### src/rtl/product_bcd_pkg.sv
// Shared types and constants for the product-to-BCD conversion path.
// Default widths match the 4x4 multiplier's 8-bit product.
package product_bcd_pkg;

  typedef enum logic [1:0] {
    StIdle    = 2'd0,
    StConvert = 2'd1,
    StDone    = 2'd2
  } state_e;

  localparam int unsigned BCD_ADJ_THRESH = 5;
  localparam int unsigned BCD_ADJ_ADD    = 3;

  localparam int unsigned IN_W_DEF   = 8;
  localparam int unsigned DIGITS_DEF = 3;

  // Elaboration-time helper for the input/digit range check.
  function automatic longint unsigned pow10(input int unsigned n);
    longint unsigned r;
    r = 64'd1;
    for (int unsigned i = 0; i < n; i++) begin
      r = r * 64'd10;
    end
    return r;
  endfunction

endpackage

### src/rtl/bcd_digit_adjust.sv
// Double-dabble digit correction: adds 3 to a BCD digit that is 5 or more,
// so the following left shift carries correctly into the next digit.
module bcd_digit_adjust
  import product_bcd_pkg::*;
(
  input  logic [3:0] digit_i,
  output logic [3:0] digit_o
);

  always_comb begin
    digit_o = digit_i;
    if (digit_i >= 4'(BCD_ADJ_THRESH)) begin
      digit_o = digit_i + 4'(BCD_ADJ_ADD);
    end
  end

endmodule

### src/rtl/product_bcd_converter.sv
// Sequential binary-to-BCD converter (shift-and-add-3, one bit per clock)
// with valid/ready on both sides and a registered leading-zero mask.
module product_bcd_converter
  import product_bcd_pkg::*;
#(
  parameter int unsigned IN_W   = IN_W_DEF,
  parameter int unsigned DIGITS = DIGITS_DEF
) (
  input  logic                  clk,
  input  logic                  rst,
  input  logic                  in_valid,
  output logic                  in_ready,
  input  logic [IN_W-1:0]       in_bin,
  output logic                  out_valid,
  input  logic                  out_ready,
  output logic [4*DIGITS-1:0]   out_bcd,
  output logic [DIGITS-1:0]     out_lz_mask,
  output logic                  busy
);

  localparam int unsigned BcdW = 4 * DIGITS;
  localparam int unsigned SrW  = BcdW + IN_W;
  localparam int unsigned CntW = $clog2(IN_W + 1);

  if (((64'd1 << IN_W) - 64'd1) > (pow10(DIGITS) - 64'd1)) begin : g_range_check
    $error("product_bcd_converter: DIGITS too small for IN_W");
  end

  state_e            state_q, state_d;
  logic [CntW-1:0]   cnt_q, cnt_d;
  logic [SrW-1:0]    sr_q, sr_d;
  logic [SrW-1:0]    sr_adj, sr_shift;
  logic [BcdW-1:0]   bcd_q, bcd_d;
  logic [DIGITS-1:0] lz_q, lz_d;
  logic [BcdW-1:0]   new_bcd;
  logic [DIGITS-1:0] new_lz;
  logic              zero_run;
  logic              last_shift;

  // Per-digit correction on the BCD half; the binary half passes untouched.
  for (genvar i = 0; i < DIGITS; i++) begin : g_adj
    bcd_digit_adjust u_adj (
      .digit_i (sr_q[IN_W + 4*i +: 4]),
      .digit_o (sr_adj[IN_W + 4*i +: 4])
    );
  end
  assign sr_adj[IN_W-1:0] = sr_q[IN_W-1:0];
  assign sr_shift         = sr_adj << 1;

  assign last_shift = (cnt_q == CntW'(IN_W - 1));
  assign new_bcd    = sr_shift[SrW-1 -: BcdW];

  // A digit is a leading zero when it and every more significant digit is zero.
  always_comb begin
    zero_run = 1'b1;
    new_lz   = '0;
    for (int i = int'(DIGITS) - 1; i >= 1; i--) begin
      zero_run  = zero_run & (new_bcd[4*i +: 4] == 4'd0);
      new_lz[i] = zero_run;
    end
  end

  // State register
  always_ff @(posedge clk or posedge rst) begin
    if (rst) begin
      state_q <= StIdle;
    end else begin
      state_q <= state_d;
    end
  end

  // Next-state logic
  always_comb begin
    state_d = state_q;
    case (state_q)
      StIdle:    if (in_valid)   state_d = StConvert;
      StConvert: if (last_shift) state_d = StDone;
      StDone:    if (out_ready)  state_d = StIdle;
      default:                   state_d = StIdle;
    endcase
  end

  // Output decode, from registered state only
  always_comb begin
    in_ready  = (state_q == StIdle);
    out_valid = (state_q == StDone);
    busy      = (state_q != StIdle);
  end

  // Datapath next-state
  always_comb begin
    sr_d  = sr_q;
    cnt_d = cnt_q;
    bcd_d = bcd_q;
    lz_d  = lz_q;
    if ((state_q == StIdle) && in_valid) begin
      sr_d  = {{BcdW{1'b0}}, in_bin};
      cnt_d = '0;
    end else if (state_q == StConvert) begin
      sr_d  = sr_shift;
      cnt_d = cnt_q + CntW'(1);
      if (last_shift) begin
        bcd_d = new_bcd;
        lz_d  = new_lz;
      end
    end
  end

  always_ff @(posedge clk or posedge rst) begin
    if (rst) begin
      sr_q  <= '0;
      cnt_q <= '0;
      bcd_q <= '0;
      lz_q  <= '0;
    end else begin
      sr_q  <= sr_d;
      cnt_q <= cnt_d;
      bcd_q <= bcd_d;
      lz_q  <= lz_d;
    end
  end

  assign out_bcd     = bcd_q;
  assign out_lz_mask = lz_q;

endmodule

### config.mk
export PLATFORM = sky130hd
export DESIGN_NAME = product_bcd_converter
export DESIGN_NICKNAME = d
export VERILOG_FILES = /design/src/rtl/product_bcd_pkg.sv /design/src/rtl/bcd_digit_adjust.sv /design/src/rtl/product_bcd_converter.sv
export SDC_FILE = /design/constraint.sdc
export NUM_CORES = 1
export LEC_CHECK = 0
export BUFFER_PORTS_ARGS = -buffer_cell sky130_fd_sc_hd__buf_2
export CAP_MARGIN = 0
export CORE_MARGIN = 1
export CORE_UTILIZATION = 54
export DETAILED_ROUTE_END_ITERATION = 8
export MAX_ROUTING_LAYER = met4
export PLACE_DENSITY = 0.76
export SKIP_CTS_REPAIR_TIMING = 1
export SLEW_MARGIN = 20
export SYNTH_ARGS = -nofsm -noshare
export SYNTH_HDL_FRONTEND = slang
export SYNTH_SLANG_ARGS = --single-unit
### constraint.sdc
create_clock -name clk -period 2.1 [get_ports clk]
set_clock_uncertainty 0.1 [all_clocks]
set_input_delay 0.42 -clock clk [delete_from_list [all_inputs] [get_ports clk]]
set_output_delay 0.42 -clock clk [all_outputs]
set_load 0.005 [all_outputs]
After elaboration in Yosys (flattened, before gate mapping)

Index checks and enable logic that the tools add are counted.

Word-level logic and storage cells: 39
Bits of input ports: 12
Output and inout bits: 18
Flip-flop bits (word level): 40

Reduce and logical (&&, ||, !) cells: 8
Equal/unequal tests: 6
Bitwise gates (word level): 2
$add $sub $neg: 4
Mux-type cells: 11
$lt $le $gt $ge: 3

Operator list:

| operator              | number |
|---|---|
| $mux W20              | 2 |
| $mux W4               | 4 |
| $ge A4 B3 Y1 const B  | 3 |
| $add A4 B2 Y4 const B | 2 |
| $logic_not A4 Y1      | 2 |
| $mux W2               | 3 |
| $pmux W2 S3           | 1 |
| $reduce_and A3 Y1     | 2 |
| $add A4 B1 Y4 const B | 1 |
| $eq A4 B3 Y1 const B  | 1 |
| $ne A2 B2 Y1 const B  | 2 |
| $reduce_bool A2 Y1    | 2 |
| $add A3 B2 Y3 const B | 1 |
| $mux W3               | 1 |
| $eq A2 B1 Y1 const B  | 1 |
| $eq A2 B2 Y1 const B  | 1 |
| $logic_not A2 Y1      | 1 |
| $ne A2 B1 Y1 const B  | 1 |
| $and A1 B1 Y1         | 1 |
| $logic_and A1 B1 Y1   | 1 |
| $not A1 Y1            | 1 |

Depth between registers and ports, before layout

Gate-level depths: netlist of run 1.

Depth in word-level cells: 4
Mapped depth: 6
Mapped depth without buffers: 6

Modules after synthesis

From an unflattened synthesis of run 1, not the netlist that was laid out.

Cells, all modules: 186
Area total of the unflattened synthesis: 2023.2 sq um

By module, submodules not included:

| module                | area an instance (sq um) | times used | seq. area each (sq um) | cells an instance |
|---|---|---|---|---|
| product_bcd_converter | 1719.1                   | 1          | 1001.0                 | 138 |
| bcd_digit_adjust      | 101.3                    | 3          | 0.0                    | 16 |

Worst setup path after synthesis of run 1

Ideal clock, no wire load.

Path kind: reg-to-reg
Start point: reg sr_q[12]
End point: reg sr_q[14]
Cell stages (with the launch flop): 7
Arrival time: 1.533 ns
Path buffers: 0
Library setup time: 0.083 ns
Data required time: 1.917 ns
Slack: 0.385 ns
Clock period less this slack: 1.715 ns
Cells stage by stage: dfrtp_1 -> inv_1 -> ha_1 -> nand2b_1 -> a21oi_1 -> mux2_2 -> o21ai_0

Cells in the longest elaborated chain, start to end: 4
Elaborated cells between the ends (all ways): 5
Those cells by class: add/sub (1); order compare (1); mux (3)

RTL lines:

| item                                          | RTL line                                       | RTL |
|---|---|---|
| start: declaration                            | product_bcd_converter.sv:31                    | `logic [SrW-1:0] sr_q, sr_d;` |
| start signal: assignment                      | product_bcd_converter.sv:116                   | `sr_q <= sr_d;` |
| $add A4 B2 Y4 or $ge A4 B3 Y1 (tied branches) | bcd_digit_adjust.sv:13, bcd_digit_adjust.sv:12 |  |
| $mux W4 (*)                                   | bcd_digit_adjust.sv:12                         | `if (digit_i >= 4'(BCD_ADJ_THRESH)) begin` |
| $mux W20 (*)                                  | product_bcd_converter.sv:99                    | `end else if (state_q == StConvert) begin` |
| $mux W20 (*)                                  | product_bcd_converter.sv:96                    | `if ((state_q == StIdle) && in_valid) begin` |

Every way passes the cells marked *; elsewhere a longest branch is shown, timed or not. The select of a mux whose other input is x is not followed.
A chain may end at the register's enable or synchronous reset.

Worst setup path in the final report of run 1

Same ends and word-level chain as after synthesis.

==> results of run 1 <==
[logic make-up (layout without fill, tap and decap cells)]
kind of cell,count (synthesis),count (layout)
buffers and inverters,19,51
flip-flops,40,40
multiplexers,8,8
AND/OR/NAND/NOR,60,60
other,1,1
adder cells (fa/ha/maj),7,7
AO/OA/AOI/OAI,59,59
XOR/XNOR,3,3
[layer usage]
metal	up-vias	wire length, um	GRT usage	part of all wire
met5	-	0	-	0
li1	740	-	-	-
met1	739	1700	0.268	0.44
met3	4	124	0.0559	0.032
met2	35	2050	0.439	0.52
met4	0	31	0.0857	0.0079
[report_power, final]
part | internal [mW] | switching, mW | leakage, nW
Combinational | 0.654 | 0.744 | 0.522
Clock | 0.166 | 0.240 | 0.0326
Sequential | 1.09 | 0.257 | 0.511
[cell usage after synthesis (2+ instances only)]
master | count | area [um^2]
inv_1 | 10 | 37.5
dfrtp_1 | 40 | 1000
clkbuf_1 | 5 | 18.8
nor2_1 | 7 | 26.3
o21ai_0 | 30 | 150
or3b_2 | 2 | 17.5
a22oi_1 | 7 | 52.6
mux2_1 | 3 | 33.8
xnor2_1 | 3 | 26.3
mux2i_1 | 2 | 20.0
nor3_1 | 3 | 15.0
mux2_2 | 3 | 33.8
nor3b_1 | 3 | 22.5
nand2b_1 | 5 | 31.3
nand2_1 | 32 | 120
buf_2 | 2 | 10.0
a22o_1 | 6 | 52.6
ha_1 | 7 | 87.6
a21oi_1 | 9 | 45.0
and2_1 | 3 | 18.8
a21o_1 | 2 | 15.0
[layout by cell type (no fill, tap or decap), types with 2 or more instances in the layout]
cell type / instances
a21oi_1: 9
nand2_1: 32
mux2_1: 3
mux2_2: 3
o21ai_0: 30
nor3_1: 3
ha_1: 7
buf_2: 28
inv_1: 10
mux2i_1: 2
a22o_1: 6
nor3b_1: 3
a21o_1: 2
and2_1: 3
buf_4: 5
clkbuf_4: 5
nor2_1: 7
or3b_2: 2
a22oi_1: 7
nand2b_1: 5
clkbuf_1: 2
dfrtp_1: 40
xnor2_1: 3
[sequential cells by signal, indices dropped and copies added (netlist names)]
signal and flops:
out_bcd 12, cnt_q 4, out_lz_mask 2, sr_q 20, state_q 2
[final timing paths]
path                            start         end  slack (ns)  depth (start not counted)
min                               rst  out_bcd[0]        0.07                          3
max reg2reg                  sr_q[12]    sr_q[14]        0.19                          6
max                          sr_q[12]    sr_q[14]        0.19                          6
min in group clk            out_ready  state_q[1]        0.15                          2
min reg2reg                out_bcd[4]  out_bcd[4]        0.39                          2
max in group asynchronous         rst     sr_q[7]        1.48                          3
[critical path, cell delays in order (launching register included)]
cell      delay [ns]
dfrtp_1         0.46
inv_1           0.09
ha_1            0.24
nand2b_1        0.09
a21oi_1         0.32
mux2_2          0.38
o21ai_0         0.15
[final cells by class]
type                    instances  area, um^2
multi-input cells             138         860
fillers                       299        1200
inverters                      10        37.5
repair buffers                 33         178
flip-flops and latches         40        1000
clock buffers                   8        58.8
well taps                      46        57.6
[through the flow]
stage | util | total power, mW | instance area, um^2 | cells
2_1_floorplan | - | 2.33 | 1950 | 197
3_3_place_gp | 0.629 | 2.66 | 2130 | 267
3_5_place_dp | 0.629 | 2.77 | 2130 | 267
4_1_cts | 0.647 | 3.18 | 2190 | 275
5_1_grt | 0.647 | 3.46 | 2190 | 275
6_report | 0.647 | 3.15 | 2190 | 275
==> results.ini, run 1 <==
[synthesis]
synthSimpleGateAreaFrac = 0.150
synth_area_um2 = 1950
synthMuxAreaShare = 0.0450
synth_nets = 216
synth_edf_count = 0
synthArstFlopShare = 1.00
synth_flop_cell = dfrtp_1
synth_xor_area_frac = 0.0135
synth_top_family_by_area = compound AO/OA/AOI/OAI gates
yosys_warnings = 0
synth-seq-cells = 40
synth_compound_gate_area_share = 0.186
ys_seq_area_frac = 0.514
synthAdderAreaFrac = 0.0450
synth.avg_cell_area_um2 = 9.88
synth_cell_type_count = 34
syn_inst = 197

[detailed_routing]
antenna_left = 0
drt-pass1-iter-count = 4
drt-vias-per-instance = 5.52
wl_per_cell_um = 14.2
wirelength_um = 3910
remaining_drc_errors = 0
vias = 1518
drtIter0Drc = 69

[place]
post-place-ws_ns = 0.205
dp_hpwl_um = 2830
io_buffers = 28
gp_congestion = 0.826

[critical_path]
cp.required_ns = 2.27
crit_fanout = 7
crit_path_start_kind = flip-flop
arrival_ns = 2.08
critPathKind = flip-flop to flip-flop
critPathCaptureType = flip-flop

[clock_tree]
cts.clk_slew.worst_paths_ns = 0.12
insertion_delay_ns = 0.34
root_buffer = clkbuf_4
clockBufferDepth = 2
h-tree-depth = 2
tritoncts = done
cts_buffers = 5
cts.sinks = 40

[power_and_ir_drop]
leakage_nw = 1.07
powerDensity_nw_per_um2 = 1440
peakVddDrop_mv = 0.564

[sta]
setup_viol = 0
timing.setup.tns_ns = 0
hold_ws_ns = 0.0747
hold_viol = 0
relSlewSlack = 0.652
slew_viol_final = 0
tightest_slew_ns = 0.520
setup_ws_ns = 0.188
timing.final.crit_share = 0.910
min_period_ns = 1.91
fmax_ghz = 0.523
rsz0062_at_grt = false

[floorplanning]
die-area_um2 = 3850
die_y_um = 62.0
initial_utilization = 0.574
fp.coreArea_um2 = 3390
chipWidth_um = 62.0
ios = 30
std_cell_rows = 21

[worst_hold_path]
min_path_type = input pin to async pin

[layout]
drive_gt1_frac = 0.201
fin_nets = 247
syn2layout_area_growth_pct = 12.7
antenna_cells = 0

[run_status]
status = completed

[global_route]
grt.total_usage = 0.247
grt_pass1_vias = 1510
grt_overflow = 0
grt_max_degree = 41
antenna_found_initial = 0
grt_pass1_wl_um = 6490

[run]
drv_cap = 0

Power figures use the tool's default switching activity.
==> inputs of run 2 (changes only) <==
--- a/config.mk
+++ b/config.mk
@@ -8,10 +8,9 @@
 export BUFFER_PORTS_ARGS = -buffer_cell sky130_fd_sc_hd__buf_2
 export CAP_MARGIN = 0
 export CORE_MARGIN = 1
-export CORE_UTILIZATION = 54
+export CORE_UTILIZATION = 40
 export DETAILED_ROUTE_END_ITERATION = 8
 export MAX_ROUTING_LAYER = met4
-export PLACE_DENSITY = 0.76
 export SKIP_CTS_REPAIR_TIMING = 1
 export SLEW_MARGIN = 20
 export SYNTH_ARGS = -nofsm -noshare
==> run 2 against run 1 <==
Count of clock-buffer cells in the layout decreased by 3. Non-clock buffer count increased by 1. Sequential share of layout area decreased by 0.57 points. Clock power increased by 12%.
==> results.ini, run 2 (synthesis gave the netlist of run 1 again) <==
[critical_path]
slowest_delay_ns = 0.45  ; about the same
crit_family = compound AO/OA/AOI/OAI gates
crit_path_top_delay_cell = dfrtp_1
cp_num_buf_inv = 1  ; unchanged
critPathCaptureType = flip-flop
cp.required_ns = 2.20  ; -0.07 ns
critPathKind = flip-flop to flip-flop
crit_fanout = 7  ; unchanged
crit_path_start_kind = flip-flop
arrival_ns = 1.98  ; -0.10 ns
crit_chain = inv_1 > ha_1 > nand2b_1 > a21oi_1 > mux2_2 > o21ai_0

[floorplanning]
chipWidth_um = 71.7  ; +16%
die_y_um = 71.7  ; +16%
ios = 30  ; unchanged
initial_utilization = 0.415  ; -0.159
fp.coreArea_um2 = 4690  ; +38%
std_cell_rows = 25  ; +19%
die-area_um2 = 5150  ; +34%

[global_route]
antenna_found_initial = 0  ; unchanged
grt_overflow = 0  ; unchanged
grt.total_usage = 0.173  ; -0.0736
grt_pass1_vias = 1397  ; -7.5%
grt_pass1_wl_um = 6530  ; +0.65%
grt_max_degree = 41  ; unchanged

[layout]
syn2layout_area_growth_pct = 14.1
final_cell_mix = dfrtp_1, nand2_1, o21ai_0
fill_cells = 476  ; +59%
regMostFlops = sr_q
fin_util = 0.473  ; -0.174
drive_gt1_frac = 0.203  ; +0.00177
antenna_cells = 0  ; unchanged
mostFrequentLayoutCell = dfrtp_1
largest_reg_flops = 20  ; unchanged
fin_nets = 248  ; +0.40%

[power_and_ir_drop]
peakVddDrop_mv = 0.494  ; -12%
leakage_nw = 1.07  ; +0.71%
power_mw = 3.16  ; +0.18%
powerDensity_nw_per_um2 = 1420  ; -1.1%

[sta]
timing.setup.tns_ns = 0  ; unchanged
rsz0062_at_grt = false
timing.final.crit_share = 0.894  ; -0.0162
tightest_slew_ns = 0.515  ; -0.00519 ns
min_period_ns = 1.88  ; -0.0340 ns
slew_viol_final = 0  ; unchanged
relSlewSlack = 0.657  ; +0.00430
fmax_ghz = 0.533  ; +1.8%
hold_viol = 0  ; unchanged
setup_viol = 0  ; unchanged

[clock_tree]
cts.sinks = 40  ; unchanged
cts.clk_slew.worst_paths_ns = 0.07  ; -0.05 ns
root_buffer = clkbuf_8
h-tree-depth = 2  ; unchanged
insertion_delay_ns = 0.29  ; -0.05 ns
cts_buffers = 5  ; unchanged
tritoncts = done
clockBufferDepth = 2  ; unchanged

[detailed_routing]
antenna_left = 0  ; unchanged
drtIter0Drc = 68  ; -1.4%
wirelength_um = 3770  ; -3.7%
drt-pass1-iter-count = 4  ; unchanged
wl_per_cell_um = 13.4  ; -5.7%
vias = 1474  ; -2.9%
remaining_drc_errors = 0  ; unchanged
drt-vias-per-instance = 5.25  ; -5.0%

[worst_hold_path]
min_path_type = input pin to async pin

[run]
drv_cap = 0  ; unchanged

[place]
gp_congestion = 0.821  ; -0.52%
dp_hpwl_um = 2620  ; -7.5%
io_buffers = 28  ; unchanged

[run_status]
status = completed

[run 2: changes by cell type in the layout (fill, tap and decap cells not counted), sizes merged]
cell	delta
buf	+1
clkbuf	-3
[run 2: worst paths after layout]
path | startpoint | to | slack [ns] | cells past startpoint
worst min-delay path | rst | sr_q[0] | 0.13 | 3
max in group asynchronous | rst | sr_q[12] | 1.39 | 3
worst min register to register | out_bcd[8] | out_bcd[8] | 0.37 | 2
min in group clk | out_ready | state_q[1] | 0.24 | 2
worst max-delay path | sr_q[12] | sr_q[14] | 0.22 | 6
worst max register to register | sr_q[12] | sr_q[14] | 0.22 | 6
[run 2: cell type report]
| type | count | area, um^2 | area share |
|---|---|---|---|
| Sequential cell | 40 | 1000 | 0.451 |
| Multi-Input combinational cell | 138 | 860 | 0.387 |
| Timing Repair Buffer | 34 | 185 | 0.0834 |
| Clock buffer | 5 | 68.8 | 0.0310 |
| Tap cell | 54 | 67.6 | 0.0304 |
| Inverter | 10 | 37.5 | 0.0169 |
[run 2: worst reg2reg max path, cell delays in order, from the launching register on]
cell      delay, ns
dfrtp_1        0.45
inv_1          0.09
ha_1           0.22
nand2b_1       0.09
a21oi_1        0.32
mux2_2         0.39
o21ai_0        0.14
[run 2: report_power, final]
group          leakage (nW)  internal, mW  total [mW]  switching [mW]
logic                 0.526         0.653        1.37           0.717
clock network        0.0359         0.214       0.455           0.241
registers             0.511          1.09        1.33           0.239
[run 2: layer usage]
metal  GRT usage  vias to the layer above  wire [um]
met5           -                        -          0
met4      0.0719                        0         65
met3      0.0464                        6        139
met2       0.263                       30       1670
met1       0.219                      699       1890
li1            -                      739          -
[run 2: through the flow]
step | setup slack [ns] | cells | hold WS [ns] | cell area, um^2
2_1_floorplan | 0.385 | 197 | 0.351 | 1950
5_1_grt | 0.0399 | 281 | 0.173 | 2220
3_3_place_gp | 0.268 | 276 | 0.356 | 2150
3_5_place_dp | 0.247 | 276 | 0.366 | 2150
6_report | 0.222 | 281 | 0.134 | 2220
4_1_cts | 0.229 | 281 | 0.160 | 2220
==> inputs of run 3 (changes only) <==
==> constraint.sdc (replaced) <==
create_clock -name clk -period 2.4 [get_ports clk]
set_clock_uncertainty 0.1 [all_clocks]
set_input_delay 0.48 -clock clk [delete_from_list [all_inputs] [get_ports clk]]
set_output_delay 0.48 -clock clk [all_outputs]
set_load 0.005 [all_outputs]
==> run 3 against run 2 <==
Critical endpoint is now out_bcd[6]. Die area unchanged. Register-to-register slack improved by 0.27 ns. First-iteration DRC count decreased by 19%.
==> results.ini, run 3 (synthesis gave the netlist of run 1 again) <==
[run_status]
status = completed

[layout]
final_area_um2 = 2230  ; +0.28%
mostFrequentLayoutCell = dfrtp_1
fill_cells = 438  ; -8.0%
final_cell_mix = dfrtp_1, nand2_1, o21ai_0
largest_reg_flops = 20  ; unchanged
fin_cells = 282  ; +0.36%
regMostFlops = sr_q
fin_nets = 246  ; -0.81%
syn2layout_area_growth_pct = 14.4
drive_gt1_frac = 0.197  ; -0.00527
antenna_cells = 0  ; unchanged

[place]
dpl_cell_area_um2 = 2140  ; -0.70%
placedCellCount = 274  ; -0.72%
dp_hpwl_um = 2500  ; -4.7%
io_buffers = 28  ; unchanged
gp_congestion = 0.725  ; -12%

[sta]
min_period_ns = 1.90  ; +0.0260 ns
tightest_slew_ns = 0.556  ; +0.0406 ns
hold_viol = 0  ; unchanged
rsz0062_at_grt = false
timing.setup.tns_ns = 0  ; unchanged
slew_viol_final = 0  ; unchanged
fmax_ghz = 0.525  ; -1.4%
relSlewSlack = 0.629  ; -0.0280
hold_ws_ns = 0.200  ; +0.0654 ns
setup_viol = 0  ; unchanged
timing.final.crit_share = 0.793  ; -0.101

[detailed_routing]
drt-vias-per-instance = 5.09  ; -3.1%
antenna_left = 0  ; unchanged
remaining_drc_errors = 0  ; unchanged
drt-pass1-iter-count = 4  ; unchanged
drtIter0Drc = 55  ; -19%
wl_per_cell_um = 13.1  ; -2.0%
vias = 1434  ; -2.7%
wirelength_um = 3710  ; -1.7%

[floorplanning]
die_y_um = 71.7  ; unchanged
initial_utilization = 0.415  ; unchanged
std_cell_rows = 25  ; unchanged
fp.coreArea_um2 = 4690  ; unchanged
chipWidth_um = 71.7  ; unchanged
ios = 30  ; unchanged
die-area_um2 = 5150  ; unchanged

[clock_tree]
cts.clk_slew.worst_paths_ns = 0.07  ; about the same
cts_buffers = 5  ; unchanged
tritoncts = done
insertion_delay_ns = 0.28  ; about the same
cts.sinks = 40  ; unchanged
h-tree-depth = 2  ; unchanged
clockBufferDepth = 2  ; unchanged
root_buffer = clkbuf_8

[global_route]
grt_pass1_wl_um = 6400  ; -2.0%
grt_pass1_vias = 1373  ; -1.7%
grt_max_degree = 41  ; unchanged
grt.total_usage = 0.166  ; -0.00677
grt_overflow = 0  ; unchanged
antenna_found_initial = 0  ; unchanged

[worst_hold_path]
min_path_type = input pin to async pin

[critical_path]
r2r_setup_slack_ns = 0.50  ; +0.27 ns
critPathKind = flip-flop to flip-flop
crit_path_start_kind = flip-flop
critPathCaptureType = flip-flop
timing.rr.start = sr_q[13]
arrival_ns = 2.00  ; +0.02 ns
cp.required_ns = 2.50  ; +0.30 ns
rr_worst_depth = 6  ; unchanged
r2r-end = out_bcd[6]
crit_fanout = 5  ; -2

[power_and_ir_drop]
leakage_nw = 1.07  ; about the same
peakVddDrop_mv = 0.506  ; +2.3%
powerDensity_nw_per_um2 = 1260  ; -11%
power_mw = 2.81  ; -11%

[run]
drv_cap = 0  ; unchanged

[run 3: changes by cell type in the layout (fill, tap and decap cells not counted)]
cell / change
buf_4: -2
clkbuf_1: +2
clkbuf_8: +1
[run 3: cell type report]
class,count,area (um^2),area share
Clock buffer,8,90.1,0.0405
Inverter,10,37.5,0.0169
Multi-Input combinational cell,138,860,0.386
Sequential cell,40,1000,0.450
Tap cell,54,67.6,0.0304
Timing Repair Buffer,32,170,0.0764
[run 3: where the power goes]
group,internal [mW],leakage (nW),total (mW),switching [mW]
registers,0.957,0.511,1.17,0.210
logic,0.559,0.518,1.19,0.633
clock network,0.234,0.0455,0.450,0.215
total,1.75,1.07,2.81,1.06
[run 3: worst max path at each step]
| stage | depth (start not counted) | endpoint | slack, ns | from |
|---|---|---|---|---|
| final | 6 | out_bcd[6] | 0.50 | sr_q[13] |
| after floorplan | 6 | sr_q[14] | 0.68 | sr_q[12] |
| after global placement | 6 | sr_q[14] | 0.59 | sr_q[12] |
| after global routing | 6 | out_bcd[6] | 0.32 | sr_q[13] |
| after CTS | 6 | out_bcd[6] | 0.51 | sr_q[12] |
| after detailed placement | 6 | out_bcd[6] | 0.52 | sr_q[12] |
[run 3: per-stage QoR]
| stage | utilization | setup WS [ns] |
|---|---|---|
| 3_5_place_dp | 0.455 | 0.524 |
| 6_report | 0.474 | 0.496 |
| 2_1_floorplan | - | 0.685 |
| 5_1_grt | 0.474 | 0.316 |
| 3_3_place_gp | 0.455 | 0.591 |
| 4_1_cts | 0.474 | 0.507 |
[run 3: worst max-delay path, cell delays in order, from the launching register on]
cell and delay, ns:
dfrtp_1 0.41, inv_1 0.11, ha_1 0.23, nand2b_1 0.09
a21oi_1 0.34, mux2_2 0.40, o21ai_0 0.14
[run 3: routing by layer]
metal	up-vias	track usage	part of all wire
met2	30	0.245	0.42
li1	739	-	-
met4	0	0.0523	0.011
met3	5	0.0366	0.030
met1	660	0.229	0.54
met5	-	-	0
